[config.mk]
export PLATFORM = sky130hd
export DESIGN_NAME = encoder_channel_ctrl
export DESIGN_NICKNAME = d
export VERILOG_FILES = /design/src/rtl/encoder_channel_ctrl.sv
export SDC_FILE = /design/constraint.sdc
export NUM_CORES = 1
export LEC_CHECK = 0
export CORE_MARGIN = 5
export CORE_UTILIZATION = 45
export DETAILED_ROUTE_END_ITERATION = 6
export PLACE_DENSITY = 0.74
export SYNTH_ARGS = -nofsm -noshare
export SYNTH_HDL_FRONTEND = slang
export SYNTH_SLANG_ARGS = --single-unit
export TNS_END_PERCENT = 100
[constraint.sdc]
create_clock -name clk -period 7.1 [get_ports clk]
set_clock_uncertainty 0.1 [all_clocks]
set_input_delay 1.42 -clock clk [delete_from_list [all_inputs] [get_ports clk]]
set_output_delay 1.42 -clock clk [all_outputs]
set_load 0.03 [all_outputs]
[src/rtl/encoder_channel_ctrl.sv]
// encoder_channel_ctrl: routes scaled, saturated rotary-encoder deltas to one of NUM_CH channel registers chosen by a debounced button
// Ports: clk, reset (sync, active-high); enc_value = wrapping encoder count; btn = raw async push-button;
//   ch_values = packed channel registers (channel k at [k*VAL_WIDTH +: VAL_WIDTH]);
//   active_ch = selected channel; updated = one-cycle pulse when ch_values changed on this edge.
// Optional: define ENCODER_CHANNEL_CTRL_IDLE_TIMEOUT_EN to return active_ch to 0 after TIMEOUT_CYCLES idle cycles.
module encoder_channel_ctrl #(
  parameter int ENC_WIDTH = 8,
  parameter int NUM_CH = 3,
  parameter int VAL_WIDTH = 8,
  parameter int STEP = 1,
  parameter int DEBOUNCE_CYCLES = 1000,
  parameter int TIMEOUT_CYCLES = 2**20,
  localparam int CH_BITS = NUM_CH > 1 ? $clog2(NUM_CH) : 1
) (
  input  logic                        clk,
  input  logic                        reset,
  input  logic [ENC_WIDTH-1:0]        enc_value,
  input  logic                        btn,
  output logic [NUM_CH*VAL_WIDTH-1:0] ch_values,
  output logic [CH_BITS-1:0]          active_ch,
  output logic                        updated
);
  localparam int FW = VAL_WIDTH + ENC_WIDTH + $clog2(STEP) + 2;
  localparam int CW = $clog2(DEBOUNCE_CYCLES);
  typedef enum logic [1:0] {IDLE, PRESS_CHK, HELD, REL_CHK} state_t;
  if (NUM_CH < 2 || NUM_CH > 8 || DEBOUNCE_CYCLES < 2 || TIMEOUT_CYCLES < 2) begin : g_param_check
    $error("encoder_channel_ctrl: parameter out of range");
  end
  logic [ENC_WIDTH-1:0] enc_prev_q, delta;
  logic [NUM_CH*VAL_WIDTH-1:0] ch_q, ch_d;
  logic [CH_BITS-1:0] active_ch_q, active_ch_d;
  logic updated_q;
  logic signed [FW-1:0] sum;
  logic [VAL_WIDTH-1:0] cur, sat;
  logic [1:0] sync_q;
  state_t st_q;
  logic [CW-1:0] cnt_q;
  logic press_q, timeout;
  wire btn_s = sync_q[1];
  // Sum is wide enough that delta*STEP can never overflow before clamping.
  always_comb begin
    delta = enc_value - enc_prev_q;
    cur = ch_q[active_ch_q*VAL_WIDTH +: VAL_WIDTH];
    sum = $signed({{(FW-VAL_WIDTH){1'b0}}, cur})
        + $signed({{(FW-ENC_WIDTH){delta[ENC_WIDTH-1]}}, delta}) * $signed(FW'(STEP));
    sat = sum[FW-1] ? '0
        : sum > $signed({{(FW-VAL_WIDTH){1'b0}}, {VAL_WIDTH{1'b1}}}) ? '1
        : sum[VAL_WIDTH-1:0];
    ch_d = ch_q;
    if (delta != '0) ch_d[active_ch_q*VAL_WIDTH +: VAL_WIDTH] = sat;
    active_ch_d = timeout ? '0
                : press_q ? (active_ch_q == CH_BITS'(NUM_CH-1) ? '0 : active_ch_q + 1'b1)
                : active_ch_q;
  end
`ifdef ENCODER_CHANNEL_CTRL_IDLE_TIMEOUT_EN
  localparam int TW = $clog2(TIMEOUT_CYCLES);
  logic [TW-1:0] idle_q, idle_d;
  always_comb begin
    timeout = !press_q && delta == '0 && idle_q == TW'(TIMEOUT_CYCLES-1);
    idle_d = (press_q || delta != '0 || timeout) ? '0 : idle_q + 1'b1;
  end
  always_ff @(posedge clk) idle_q <= reset ? '0 : idle_d;
`else
  assign timeout = 1'b0;
`endif
  // enc_prev tracks the input even in reset so releasing reset never produces a delta.
  always_ff @(posedge clk) begin
    enc_prev_q <= enc_value;
    if (reset) begin
      ch_q <= '0;
      active_ch_q <= '0;
      updated_q <= 1'b0;
    end else begin
      ch_q <= ch_d;
      active_ch_q <= active_ch_d;
      updated_q <= ch_d != ch_q;
    end
  end
  // cnt_q free-runs outside the check states; it is zeroed on entry to each.
  always_ff @(posedge clk) begin
    if (reset) begin
      sync_q <= '0;
      st_q <= IDLE;
      cnt_q <= '0;
      press_q <= 1'b0;
    end else begin
      sync_q <= {sync_q[0], btn};
      press_q <= 1'b0;
      cnt_q <= cnt_q + 1'b1;
      case (st_q)
        IDLE: if (btn_s) begin st_q <= PRESS_CHK; cnt_q <= '0; end
        PRESS_CHK:
          if (!btn_s) st_q <= IDLE;
          else if (cnt_q == CW'(DEBOUNCE_CYCLES-1)) begin st_q <= HELD; press_q <= 1'b1; end
        HELD: if (!btn_s) begin st_q <= REL_CHK; cnt_q <= '0; end
        REL_CHK:
          if (btn_s) st_q <= HELD;
          else if (cnt_q == CW'(DEBOUNCE_CYCLES-1)) st_q <= IDLE;
      endcase
    end
  end
  assign ch_values = ch_q;
  assign active_ch = active_ch_q;
  assign updated = updated_q;
endmodule

==> metrics.txt <==
# TYPE chip_impl_metric gauge
chip_impl_metric{name="detailedPlacementHpwl",unit="µm"} 6490
chip_impl_metric{name="drt_first_iter_violations",unit=""} 166
chip_impl_metric{name="leakagePower",unit="µW"} 0.00144
chip_impl_metric{name="number_of_synthesized_flops_with_an_enable_pin",unit=""} 0
chip_impl_metric{name="synth.lib_cells_used.distinct",unit=""} 56
chip_impl_metric{name="power_per_standard_cell_area",unit="nW/µm²"} 338
chip_impl_metric{name="gr-usage-all-layers",unit=""} 0.197
chip_impl_info{name="worstHoldPathType",value="flip-flop to flip-flop"} 1
chip_impl_metric{name="vdd_ir_drop_max",unit="µV"} 243
chip_impl_metric{name="post_detailed_route_drc_marker_count",unit=""} 0
chip_impl_metric{name="net-switching-power",unit="µW"} 622
chip_impl_metric{name="dieArea",unit="µm²"} 9110
chip_impl_metric{name="postSynthAreaPerCell",unit="µm²"} 8.08
chip_impl_info{name="worstHoldEndpoint",value="sync_q[1]"} 1
chip_impl_metric{name="post-route-period-util",unit=""} 0.886
chip_impl_metric{name="drt-wirelength-per-cell",unit="µm"} 15.7
chip_impl_metric{name="antenna_cells",unit=""} 0
chip_impl_metric{name="floorplan.die.height",unit="µm"} 95.5
chip_impl_metric{name="worst-slew-pin-transition",unit="ps"} 775
chip_impl_metric{name="grt_pass1_vias",unit=""} 2873
chip_impl_metric{name="coreArea",unit="µm²"} 7180
chip_impl_metric{name="clock_tree.buffer_depth",unit=""} 2
chip_impl_metric{name="critical_path_buf_inv_count",unit=""} 4
chip_impl_metric{name="synth.yosys.warnings",unit=""} 0
chip_impl_metric{name="synth_async_sr_flop_share",unit=""} 0
chip_impl_info{name="cells_traversed_along_the_worst_timing_path",value="clkdlybuf4s50_1, inv_1, ha_1, inv_1, fa_1, a21o_1, a21oi_1, nor2b_1, o21a_1, nor2_1, xor2_1, inv_1, ha_1, o21a_1, o21ai_0, o32ai_1, a2111oi_2, a21o_1, nor2_1, or3_1, xor2_1, a41oi_1, a31oi_1, a41oi_1"} 1
chip_impl_metric{name="cts-resized-gates",unit=""} 0
chip_impl_metric{name="critical_path_required",unit="ps"} 7230
chip_impl_metric{name="worst_skew_pair.late_latency",unit="ps"} 310
chip_impl_metric{name="crit_fanout",unit=""} 7
chip_impl_metric{name="layout_min_cycle_time",unit="ps"} 6290
chip_impl_metric{name="initial_core_util",unit=""} 0.458
chip_impl_metric{name="first_pass_grt_wire_length",unit="µm"} 14100
chip_impl_metric{name="final_max_slew_viol_count",unit=""} 0
chip_impl_metric{name="htree_num_levels",unit=""} 2
chip_impl_info{name="rr_startpoint",value="enc_prev_q[0]"} 1
chip_impl_metric{name="final_core_utilization",unit=""} 0.538
chip_impl_metric{name="overflow",unit=""} 0
chip_impl_metric{name="final_setup_violation_count",unit=""} 0
chip_impl_info{name="setup.worst_path.class",value="input port to flip-flop"} 1
chip_impl_metric{name="detail_route.first_pass.iterations",unit=""} 4
chip_impl_metric{name="postSynthNetCount",unit=""} 442
chip_impl_metric{name="delay_of_the_slowest_cell_on_the_worst_path",unit="ps"} 550
chip_impl_info{name="critical_path.reg2reg.endpoint",value="updated"} 1
chip_impl_metric{name="worst_ep_arrival_time",unit="ps"} 6420
chip_impl_metric{name="switching_fraction_of_total_power",unit=""} 0.477
chip_impl_info{name="ys.flop_type",value="dfxtp_1"} 1
chip_impl_metric{name="dr_total_vias",unit=""} 3009
chip_impl_metric{name="p_seq_frac",unit=""} 0.266
chip_impl_info{name="timing.critical_path.from_type",value="input port"} 1
chip_impl_info{name="cts_root_buffer",value="clkbuf_8"} 1
chip_impl_info{name="hold_start",value="sync_q[0]"} 1
chip_impl_metric{name="grt_antenna_before_repair",unit=""} 0
chip_impl_metric{name="ff2ff_path_depth",unit=""} 22
chip_impl_metric{name="final_net_count",unit=""} 480
chip_impl_metric{name="hold_violations",unit=""} 0
chip_impl_metric{name="rows",unit=""} 31
chip_impl_metric{name="post_route_cells_drive_above_1_share",unit=""} 0.0674
chip_impl_metric{name="flow.area_growth_from_synthesis",unit="%"} 17.4
chip_impl_metric{name="cts.sinks",unit=""} 50
chip_impl_metric{name="maxCapViolCount",unit=""} 0
chip_impl_metric{name="clockPowerShare",unit=""} 0.125
chip_impl_metric{name="globalplace.congestion",unit=""} 0.985
chip_impl_info{name="cp_top_family",value="compound AO/OA/AOI/OAI gates"} 1
chip_impl_metric{name="synthCells",unit=""} 407
chip_impl_metric{name="final.setup.tns",unit="ps"} 0
chip_impl_metric{name="avgViaCountPerCell",unit=""} 5.53
chip_impl_metric{name="p_int",unit="µW"} 683
chip_impl_metric{name="finalHoldWorstSlack",unit="ps"} 346
chip_impl_info{name="path_common_cell",value="inv_1"} 1
chip_impl_metric{name="maximum_number_of_pins_on_one_net_before_global_route_repair",unit=""} 34
chip_impl_metric{name="comb_power_share",unit=""} 0.608
chip_impl_metric{name="ys_ff_latch",unit=""} 50
chip_impl_metric{name="floorplan.die.width",unit="µm"} 95.5
chip_impl_metric{name="slew_headroom",unit=""} 0.483
chip_impl_metric{name="max_clock_freq",unit="GHz"} 0.159
chip_impl_info{name="tritoncts",value="yes"} 1
chip_impl_metric{name="post_cts_buffers",unit=""} 0
chip_impl_metric{name="synth_area",unit="µm²"} 3290
chip_impl_metric{name="port_buffers",unit=""} 37
chip_impl_metric{name="cts-buffers-inserted",unit=""} 5
chip_impl_metric{name="routed_wl",unit="µm"} 8540
chip_impl_info{name="grt_setup_unrepaired",value="false"} 1
chip_impl_metric{name="cts_hold_buffers",unit=""} 0
chip_impl_metric{name="cts.clk_slew.worst_paths",unit="ps"} 90
chip_impl_metric{name="min_delay_path_depth",unit=""} 1
chip_impl_metric{name="antenna_violating_nets_post_route",unit=""} 0
chip_impl_info{name="status",value="complete, no violations"} 1
chip_impl_metric{name="num_io_pins",unit=""} 38
chip_impl_info{name="crit_path_end_kind",value="flip-flop"} 1
chip_impl_metric{name="reg2reg_slack",unit="ps"} 2080
chip_impl_metric{name="sequential_element_share_of_the_synthesized_area",unit=""} 0.305
chip_impl_info{name="crit_path_top_delay_cell",value="a2111oi_2"} 1
## flip-flops by register name (all words and copies together) (netlist names), named ones only
name and count:
cnt_q 10, enc_prev_q 8, active_ch 2, updated 1
sync_q 2, ch_values 24, press_q 1, st_q 1
## power by group through the flow
stage	combinational, µW	sequential, µW	clock (µW)
detailed placement	779	352	0
finish	794	348	164
global route	869	351	182
floorplan	506	383	0
global placement	771	353	0
CTS	784	347	169
## cells by family after synthesis
| kind of cell | count (synthesis) | synth area share |
|---|---|---|
| compound gates | 121 | 0.241 |
| xor+xnor | 24 | 0.0731 |
| fa+ha+maj | 24 | 0.0959 |
| buf+inv | 33 | 0.0403 |
| flops | 50 | 0.305 |
| mux | 14 | 0.0426 |
| simple gates | 141 | 0.203 |
## through the flow
| step | setup slack, ps | instances | total power, µW | instance area (µm²) |
|---|---|---|---|---|
| 2_1_floorplan | 1460 | 407 | 890 | 3290 |
| 5_1_grt | 483 | 544 | 1400 | 3860 |
| 4_1_cts | 860 | 544 | 1300 | 3860 |
| 3_3_place_gp | 724 | 537 | 1120 | 3780 |
| 3_5_place_dp | 542 | 537 | 1130 | 3780 |
| 6_report | 810 | 544 | 1300 | 3860 |
## routing by layer
metal,wire (µm),global-route usage,vias to the layer above
met5,0,0,-
met4,150,0.0592,0
met3,532,0.0387,15
met2,3860,0.325,102
met1,4000,0.260,1351
li1,-,-,1541
## worst max path at each step
stage                             from  endpoint  slack, ps  depth (start not counted)
after CTS                 enc_value[0]   updated        860                         24
after global routing      enc_value[0]   updated        480                         24
after detailed placement  enc_value[0]   updated        540                         24
final                     enc_value[0]   updated        810                         24
after floorplan           enc_value[0]   updated       1460                         23
after global placement    enc_value[0]   updated        720                         24
## cell usage in the layout (no fill, tap or decap), types with 2 or more instances in the layout
cell type	count
clkinvlp_4	2
or2_2	5
nand2_1	22
buf_4	7
clkbuf_8	5
mux2i_1	14
nand2b_1	3
nor2_1	53
a211oi_1	9
o31ai_1	4
clkdlybuf4s50_1	37
or3_1	5
xnor2_2	2
fa_1	2
o21bai_1	3
a21oi_1	39
nand3_1	3
nor3_1	31
nand4_1	2
o32ai_1	3
o22ai_1	3
xnor2_1	10
and3_1	3
a31oi_1	2
a41oi_1	3
o21a_1	6
o21ai_0	25
xor2_1	11
ha_1	22
inv_1	20
a21o_1	9
dfxtp_1	50
a22oi_1	2
nor2b_1	6
## synth_stat cells (3+ instances only)
master,n,area [µm²]
nand2b_1,3,18.8
clkbuf_1,10,37.5
nor3_1,31,155
a211oi_1,9,67.6
nor2b_1,6,37.5
a21oi_1,39,195
o21ai_0,25,125
or2_2,5,31.3
o21bai_1,3,22.5
xor2_1,11,96.3
nor2_1,53,199
o31ai_1,4,30.0
o32ai_1,3,26.3
xnor2_1,10,87.6
inv_1,20,75.1
nand2_1,22,82.6
and3_1,3,18.8
or3_1,5,31.3
o22ai_1,3,18.8
mux2i_1,14,140
o21a_1,6,45.0
a21o_1,9,67.6
ha_1,22,275
dfxtp_1,50,1000
nand3_1,3,15.0
a41oi_1,3,26.3
## layout make-up
class / count / area (µm²)
Multi-Input combinational cell: 324 / 2150
Clock inverter: 2 / 15.0
Fill cell: 679 / 3320
Sequential cell: 50 / 1000
Timing Repair Buffer: 44 / 423
Inverter: 20 / 75.1
Tap cell: 99 / 124
Clock buffer: 5 / 68.8
Power figures use the tool's default switching activity.
